--- config.mk ---
export PLATFORM = sky130hd
export DESIGN_NAME = pe_inject_scheduler
export DESIGN_NICKNAME = d
export VERILOG_FILES = /design/src/rtl/pe_noc_pkg.sv /design/src/rtl/pkt_out_reg.sv /design/src/rtl/pe_inject_scheduler.sv
export SDC_FILE = /design/constraint.sdc
export NUM_CORES = 1
export LEC_CHECK = 0
export CORE_UTILIZATION = 38
export DETAILED_ROUTE_END_ITERATION = 7
export HOLD_SLACK_MARGIN = 0.08
export PLACE_DENSITY_LB_ADDON = 0.15
export SLEW_MARGIN = 15
export SYNTH_ARGS = -nofsm -noshare
export SYNTH_HDL_FRONTEND = slang
export SYNTH_SLANG_ARGS = --single-unit
--- constraint.sdc ---
create_clock -name clk -period 2.69 [get_ports clk]
set_input_delay 0.807 -clock clk [delete_from_list [all_inputs] [get_ports clk]]
set_output_delay 0.807 -clock clk [all_outputs]
set_load 0.05 [all_outputs]
--- src/rtl/pe_noc_pkg.sv ---
// Shared NoC definitions for PE injection: packet field layout, ring address
// table and the injection scheduler state encoding.
package pe_noc_pkg;

  localparam int PKT_W    = 47;
  localparam int FLAG_BIT = 46;
  localparam int DEST_MSB = 45;
  localparam int DEST_LSB = 43;
  localparam int SRC_MSB  = 42;
  localparam int SRC_LSB  = 40;
  localparam int DATA_MSB = 39;
  localparam int DATA_LSB = 0;

  localparam logic [31:0] PSUM_PAD = 32'h0000_FFFF;

  typedef enum logic {S_PSUM, S_FILT} state_e;
  typedef enum logic {ADDR_THIS, ADDR_NEXT} addr_sel_e;

  // Ring of three PEs: each forwards filters to its successor's node address.
  function automatic logic [2:0] pe_addr(input int idx, input addr_sel_e which);
    logic [2:0] addr;
    addr = 3'd7;
    case (idx)
      0:       addr = (which == ADDR_THIS) ? 3'd3 : 3'd1;
      1:       addr = (which == ADDR_THIS) ? 3'd1 : 3'd0;
      2:       addr = (which == ADDR_THIS) ? 3'd0 : 3'd3;
      default: addr = 3'd7;
    endcase
    return addr;
  endfunction

endpackage

--- src/rtl/pkt_out_reg.sv ---
// One-entry valid/ready holding register; a drain and a load may coincide,
// so it sustains one packet per cycle.
module pkt_out_reg #(
  parameter int WIDTH = 47
) (
  input  logic             clk,
  input  logic             rst,
  input  logic             load_i,
  input  logic [WIDTH-1:0] load_data_i,
  output logic             slot_free_o,
  output logic             out_valid_o,
  input  logic             out_ready_i,
  output logic [WIDTH-1:0] out_data_o
);

  logic             valid_q;
  logic [WIDTH-1:0] data_q;

  assign slot_free_o = !valid_q || out_ready_i;
  assign out_valid_o = valid_q;
  assign out_data_o  = data_q;

  // NOTE: non-blocking assignments keep every register reading pre-edge values;
  // the data register is reset too because its idle value is visible on the port.
  always_ff @(posedge clk) begin
    if (rst) begin
      valid_q <= 1'b0;
      data_q  <= '0;
    end else if (load_i) begin
      valid_q <= 1'b1;
      data_q  <= load_data_i;
    end else if (out_ready_i) begin
      valid_q <= 1'b0;
    end
  end

endmodule

--- src/rtl/pe_inject_scheduler.sv ---
// Shares one PE's NoC injection port: NUM_PSUMS psum packets to the adder,
// then one filter frame to the next PE in the ring, repeating.
module pe_inject_scheduler
  import pe_noc_pkg::*;
#(
  parameter int DWIDTH         = 8,
  parameter int PWIDTH         = 47,
  parameter int PE_INDEX       = 0,
  parameter int NUM_PSUMS      = 3,
  parameter int ADDER_ADDR     = 4,
  parameter int MAX_FWD_ROUNDS = 2
) (
  input  logic                clk,
  input  logic                rst,
  input  logic                psum_valid,
  output logic                psum_ready,
  input  logic [DWIDTH-1:0]   psum_data,
  input  logic                filt_valid,
  output logic                filt_ready,
  input  logic [3*DWIDTH-1:0] filt_data,
  output logic                out_valid,
  input  logic                out_ready,
  output logic [PWIDTH-1:0]   out_packet,
  output logic [7:0]          round_cnt,
  output logic [3:0]          psum_idx
);

  generate
    if (PE_INDEX < 0 || PE_INDEX > 2) begin : g_bad_pe_index
      $error("pe_inject_scheduler: PE_INDEX must be 0..2");
    end
    if (PWIDTH != PKT_W || DWIDTH != 8) begin : g_bad_width
      $error("pe_inject_scheduler: packet layout needs PWIDTH=47 and DWIDTH=8");
    end
    if (NUM_PSUMS < 1 || NUM_PSUMS > 15) begin : g_bad_num_psums
      $error("pe_inject_scheduler: NUM_PSUMS must be 1..15");
    end
  endgenerate

  localparam logic [2:0] THIS_ADDR = pe_addr(PE_INDEX, ADDR_THIS);
  localparam logic [2:0] NEXT_ADDR = pe_addr(PE_INDEX, ADDR_NEXT);
  localparam logic [3:0] LAST_IDX  = 4'(NUM_PSUMS - 1);

  state_e      state_q;
  logic [3:0]  psum_idx_q;
  logic [7:0]  round_cnt_q;

  logic              slot_free;
  logic              psum_fire;
  logic              filt_fire;
  logic              fwd_frame;
  logic              load;
  logic [PWIDTH-1:0] load_pkt;

  assign psum_ready = (state_q == S_PSUM) && slot_free;
  assign filt_ready = (state_q == S_FILT) && slot_free;
  assign psum_fire  = psum_valid && psum_ready;
  assign filt_fire  = filt_valid && filt_ready;
  // Frames past the forwarding limit are still consumed so the round advances.
  assign fwd_frame  = int'(round_cnt_q) < MAX_FWD_ROUNDS;
  assign load       = psum_fire || (filt_fire && fwd_frame);

  // NOTE: load_pkt gets a full default first so no path through the block infers a latch.
  always_comb begin
    load_pkt = '0;
    if (state_q == S_PSUM) begin
      load_pkt[FLAG_BIT]          = 1'b1;
      load_pkt[DEST_MSB:DEST_LSB] = 3'(ADDER_ADDR);
      load_pkt[SRC_MSB:SRC_LSB]   = THIS_ADDR;
      load_pkt[DATA_MSB:DATA_LSB] = 40'({PSUM_PAD, psum_data});
    end else begin
      load_pkt[FLAG_BIT]          = 1'b0;
      load_pkt[DEST_MSB:DEST_LSB] = NEXT_ADDR;
      load_pkt[SRC_MSB:SRC_LSB]   = THIS_ADDR;
      load_pkt[DATA_MSB:DATA_LSB] = 40'(filt_data);
    end
  end

  always_ff @(posedge clk) begin
    if (rst) begin
      state_q     <= S_PSUM;
      psum_idx_q  <= '0;
      round_cnt_q <= '0;
    end else begin
      case (state_q)
        S_PSUM: begin
          if (psum_fire) begin
            if (psum_idx_q == LAST_IDX) begin
              psum_idx_q <= '0;
              state_q    <= S_FILT;
            end else begin
              psum_idx_q <= psum_idx_q + 4'd1;
            end
          end
        end
        S_FILT: begin
          if (filt_fire) begin
            if (round_cnt_q != 8'hFF) round_cnt_q <= round_cnt_q + 8'd1;
            state_q <= S_PSUM;
          end
        end
        default: state_q <= S_PSUM;
      endcase
    end
  end

  pkt_out_reg #(.WIDTH(PWIDTH)) u_out_reg (
    .clk         (clk),
    .rst         (rst),
    .load_i      (load),
    .load_data_i (load_pkt),
    .slot_free_o (slot_free),
    .out_valid_o (out_valid),
    .out_ready_i (out_ready),
    .out_data_o  (out_packet)
  );

  assign round_cnt = round_cnt_q;
  assign psum_idx  = psum_idx_q;

endmodule

Word level (Yosys, flattened, before mapping)
Index checks and enable logic that the tools add are counted.
Cells by class
  add/subtract/negate cells: 2
  magnitude comparators: 1
  equal/unequal tests: 2
  multiplexer cells: 8
  bitwise operators: 1
  reductions and logical operators: 11
Operators by type and width (number)
  2-to-1 mux 47 bit: 1
  adder 8 x 1 -> 8 bit, second input constant: 1
  less-than comparator 8 x 2 -> 1 bit, second input constant: 1
  != test 8 bit, second input constant: 1
  logical AND 1 bit: 5
  2-to-1 mux 1 bit: 5
  adder 4 x 1 -> 4 bit, second input constant: 1
  equality test 4 x 2 -> 1 bit, second input constant: 1
  2-to-1 mux 4 bit: 1
  AND reduction 3 bit: 1
  logical OR 1 bit: 2
  one-hot mux 1 bit (2 select lines): 1
  AND reduction 2 bit: 1
  nonzero test 2 bit: 1
  zero test 1 bit: 1
  NOT 1 bit: 1
Word-level totals
  register bits: 61
  bits of input ports: 37
  output and inout port bits: 62
  logic and storage cells: 30

Depth between registers and ports, before layout
  depth in word-level cells: 7
  depth in mapped cells: 7
  mapped depth without buffers: 5

Cells and area by module
A second synthesis with hierarchy kept.
Second synthesis, totals
  cells, all modules: 266
  area total of the unflattened synthesis: 2691.3 um^2
Modules (own cells, without submodules)
  pkt_out_reg: instances 1, cells each 156, area an instance 1730.4 um^2, sequential area each 960.9 um^2
  pe_inject_scheduler: instances 1, cells each 110, area an instance 960.9 um^2, sequential area each 260.2 um^2

Least setup slack after synthesis
Ideal clock, no wire load.
  path type: input-to-output
  from: input out_ready
  to: output filt_ready
  arrival time: 1.727 ns
  data required time: 1.883 ns
  path slack: 0.156 ns
  stages on the path: 3
  buffers on the path: 1
  cells stage by stage: nor2b_1 clkbuf_1 nor2_1
Between the ends
  word-level cells in the longest chain between the ends: 2
Ends and longest elaborated chain
  start: declaration: RTL line pe_inject_scheduler.sv:22  | input logic out_ready,
  logical OR 1 bit: RTL line pkt_out_reg.sv:19  | assign slot_free_o = !valid_q || out_ready_i;
  logical AND 1 bit: RTL line pe_inject_scheduler.sv:56  | assign filt_ready = (state_q == S_FILT) && slot_free;
  end: declaration: RTL line pe_inject_scheduler.sv:19  | output logic filt_ready,
Every way passes these cells.

Worst setup path in the final report
  from: input out_ready
  to: output psum_ready
Between the ends
  word-level cells in the longest chain between the ends: 2
Ends and longest elaborated chain
  logical OR 1 bit: RTL line pkt_out_reg.sv:19
  logical AND 1 bit: RTL line pe_inject_scheduler.sv:55  | assign psum_ready = (state_q == S_PSUM) && slot_free;
  end: declaration: RTL line pe_inject_scheduler.sv:16  | output logic psum_ready,
Every way passes these cells.

==> run summary <==
In this run the remaining antenna-violating nets after routing total 0. The async set-reset flop share out of synthesis is 0%. The via total after detailed routing is 1,771. The final hold violation count came out at 0. The worst-case vdd ir drop is 313 uV.

Buffers inserted during clock tree synthesis total 5. STA classifies the critical path endpoint as an output port. The fraction of layout cells with a size suffix above 1 is 9.63%. The actual slew at the worst max-slew pin is 525 ps. The residual overflow from global routing is 0. The final cell utilization of the core came out at 58.5%. The critical setup path kind is primary input to output port. The critical-path cell with the highest stage delay is sky130_fd_sc_hd__clkdlybuf4s50_1. Data on the critical path is required at its endpoint by 1880 ps. The floorplan step defined a core boundary enclosing 4820 um2. The vias per cell is 4.81.

The antenna diode instance count is 0. The overall die height is 73.3 um. The post-CTS repair timing setup buffer count came out at 0. For this run, the post-layout net count is 338. Along the worst path, the maximum fanout reaches 3. The first global-routing pass estimated 7.32 mm of wire. The average wire per standard cell came out at 12.4 um. The worst setup path is launched from a primary input. The peak clock frequency supported by timing is 402 MHz. In this run the most critical hold path is launched from u_out_reg.out_data_o[4]. The total placed instance area came out at 2720 um2. The number of buffers between clock root and the deepest sink is 2.

The global router's overall resource usage came out at 17.8%. Traced cell by cell, the critical path runs through clkdlybuf4s50_1 > nor2b_1 > nor2_1 > buf_4. After floorplanning, the core was divided into 25 placement rows. The tightest min-delay check is of the flop to flop type. Including well taps, the total number of placed cells is 360.

The clock-pin transition on the worst setup and hold timing paths is 80 ps. The average size of a mapped cell came out at 8.74 um2. After synthesis the netlist holds a flip-flop and latch count of 41.

The post-route DRC violation count came out at 0. The peak per-stage delay on the critical path came out at 470 ps. The post-synthesis instance total came out at 221.

The number of antenna violations at the first check in global routing came out at 0. The final setup TNS came out at 0 ps. The cell count of the worst hold path came out at 2.

The final-report max-slew violation count is 0. Counting distinct cell types in the post-synthesis netlist gives 42. Counting cells, the worst reg-to-reg path comes to 5. The master cell of the clock root buffer is sky130_fd_sc_hd__clkbuf_8. The number of filler cells placed in the layout came out at 493. Summed over all cells, the static leakage comes to 1.05 nW. The layout-stage area growth over the synthesis result is 46.1%. The final worst-path cycle share came out at 92.5%. The number of buffers inserted for hold repair after clock tree synthesis is 0. The pin count of the biggest net entering global routing came out at 31.

The count of pins on the block boundary came out at 99. The worst max-slew margin expressed relative to the limit is 64.9%. The clock latency of the later-clocked register in the worst-skew pair came out at 290 ps. The count of instances resized after the clock tree is built came out at 0. Leaving out fill and tap cells, the most frequent cell in the layout is sky130_fd_sc_hd__clkdlybuf4s50_1. The areal power density over the cells is 560 nW/um2. The final weighted congestion in routability-driven placement came out at 0.790. The number of synthesized flops with an enable pin came out at 0. The maximum clock skew at final layout came out at 4.17 ps. The aggregate routed wire length is 4.57 mm.

The total clock sinks is 41. Once detailed placement completed, the half-perimeter wirelength came to 3.27 mm. Max-cap violations in this run came to 0. The filler-free cell count of the finished design is 368.

The data arrival time of the critical path came out at 1680 ps. The number of endpoints failing setup at the final stage came out at 0. The maximum level of the CTS H-tree came out at 2. Among all flip-flop cells after synthesis, the most frequent one is sky130_fd_sc_hd__dfxtp_1. The initial core utilization is 40.1%. The final instance area is 2820 um2. The worst register-to-register path ends at u_out_reg.out_data_o[3]. The number of warnings issued by yosys came out at 0. During placement, the flow inserted port buffers numbering 80.

The run finished with clean final reports. Setup repair after global routing left no endpoint under its margin. Leaving out fill and tap cells, the most frequent cells in the layout are sky130_fd_sc_hd__clkdlybuf4s50_1 (78), sky130_fd_sc_hd__dfxtp_1 (41), sky130_fd_sc_hd__nor3_1 (38). The number of global-route vias before repair came out at 1,598. The die area came out at 5370 um2. The pre-antenna-repair detailed-routing pass consisted of 4 iterations.

The clock period could shrink to 2490 ps. The worst register-to-register path begins at round_cnt[7]. The sequential fraction of the synthesis area is 42.5%. The TritonCTS clock tree is built. The worst reg-to-reg setup slack is 720 ps. The cell area that synthesis handed to floorplanning was 1930 um2.

From left edge to right edge, the die measures 73.3 um. The path with the worst hold slack has its endpoint at u_out_reg.out_data_o[4]. The first routing iteration left 72 violations.
routing by layer:
layer  GRT usage (%)  wire length, um  up-vias
met5               0                0        -
met4            5.23               40        0
met3            6.04              380        5
met2            29.2             2120       64
met1            22.1             2040      805
li1                -                -      897
synth_stat cells (3+ instances only):
master | n | area [um2]
sky130_fd_sc_hd__nand3_1 | 3 | 15.0
sky130_fd_sc_hd__a21oi_1 | 12 | 60.1
sky130_fd_sc_hd__nor3_1 | 38 | 190
sky130_fd_sc_hd__inv_1 | 3 | 11.3
sky130_fd_sc_hd__a22oi_1 | 9 | 67.6
sky130_fd_sc_hd__nand2b_1 | 3 | 18.8
sky130_fd_sc_hd__xor2_1 | 3 | 26.3
sky130_fd_sc_hd__nor2_1 | 28 | 105
sky130_fd_sc_hd__nand2_1 | 3 | 11.3
sky130_fd_sc_hd__clkbuf_1 | 9 | 33.8
sky130_fd_sc_hd__dfxtp_1 | 41 | 821
sky130_fd_sc_hd__buf_6 | 3 | 33.8
sky130_fd_sc_hd__buf_4 | 20 | 150
sky130_fd_sc_hd__nand3b_1 | 8 | 60.1
power breakdown:
group	leakage [nW]	switching, mW	internal (mW)
Sequential	0.338	0.0249	0.648
Combinational	0.654	0.298	0.167
Clock	0.0542	0.210	0.232
worst max-delay path, delay by kind of cell:
kind | cells | cell delay [ps]
buf+inv | 2 | 690
simple gates | 2 | 190
worst max path at each step:
| stage | startpoint | to | slack, ps | depth (start not counted) |
|---|---|---|---|---|
| 6_report | out_ready | psum_ready | 200 | 4 |
| 5_1_grt | out_ready | psum_ready | 150 | 4 |
| 4_1_cts | out_ready | psum_ready | 190 | 4 |
| 3_5_place_dp | out_ready | u_out_reg.out_data_o[5] | 100 | 7 |
| 3_3_place_gp | out_ready | round_cnt[7] | 80 | 6 |
| 2_1_floorplan | out_ready | filt_ready | 160 | 3 |
state kept, by name, indices dropped and copies added, names as in the netlist:
name and cells:
psum_idx 4, round_cnt 8, u_out_reg.out_data_o 27, u_out_reg.out_valid_o 1
state_q 1
per-stage QoR:
step | worst slack (ps) | total power, mW | hold slack, ps
after detailed placement | 99.1 | 1.15 | 471
after CTS | 194 | 1.60 | 484
final | 201 | 1.58 | 485
after floorplan | 156 | 1.02 | 543
after global placement | 81.3 | 1.15 | 465
after global routing | 149 | 1.66 | 503
cells by family (layout without fill, tap and decap cells):
| logic type | after synthesis | in the layout | share of synthesized area [%] |
|---|---|---|---|
| simple gates | 102 | 102 | 29.5 |
| flops | 41 | 41 | 42.5 |
| buf+inv | 38 | 101 | 13.2 |
| compound gates | 31 | 31 | 10.6 |
| xor+xnor | 4 | 4 | 1.81 |
| mux | 3 | 3 | 1.62 |
| fa+ha+maj | 1 | 1 | 0.648 |
| other cells | 1 | 18 | 0.194 |
area by class of cell:
cell class	instances	area (um2)	area share, %
Tap cell	67	83.8	2.97
Inverter	3	11.3	0.399
Multi-Input combinational cell	159	920	32.6
Sequential cell	41	821	29.1
Clock buffer	7	96.3	3.42
Clock inverter	1	5.00	0.177
Timing Repair Buffer	90	883	31.3
Note: power is estimated with default switching activity, not from simulation.
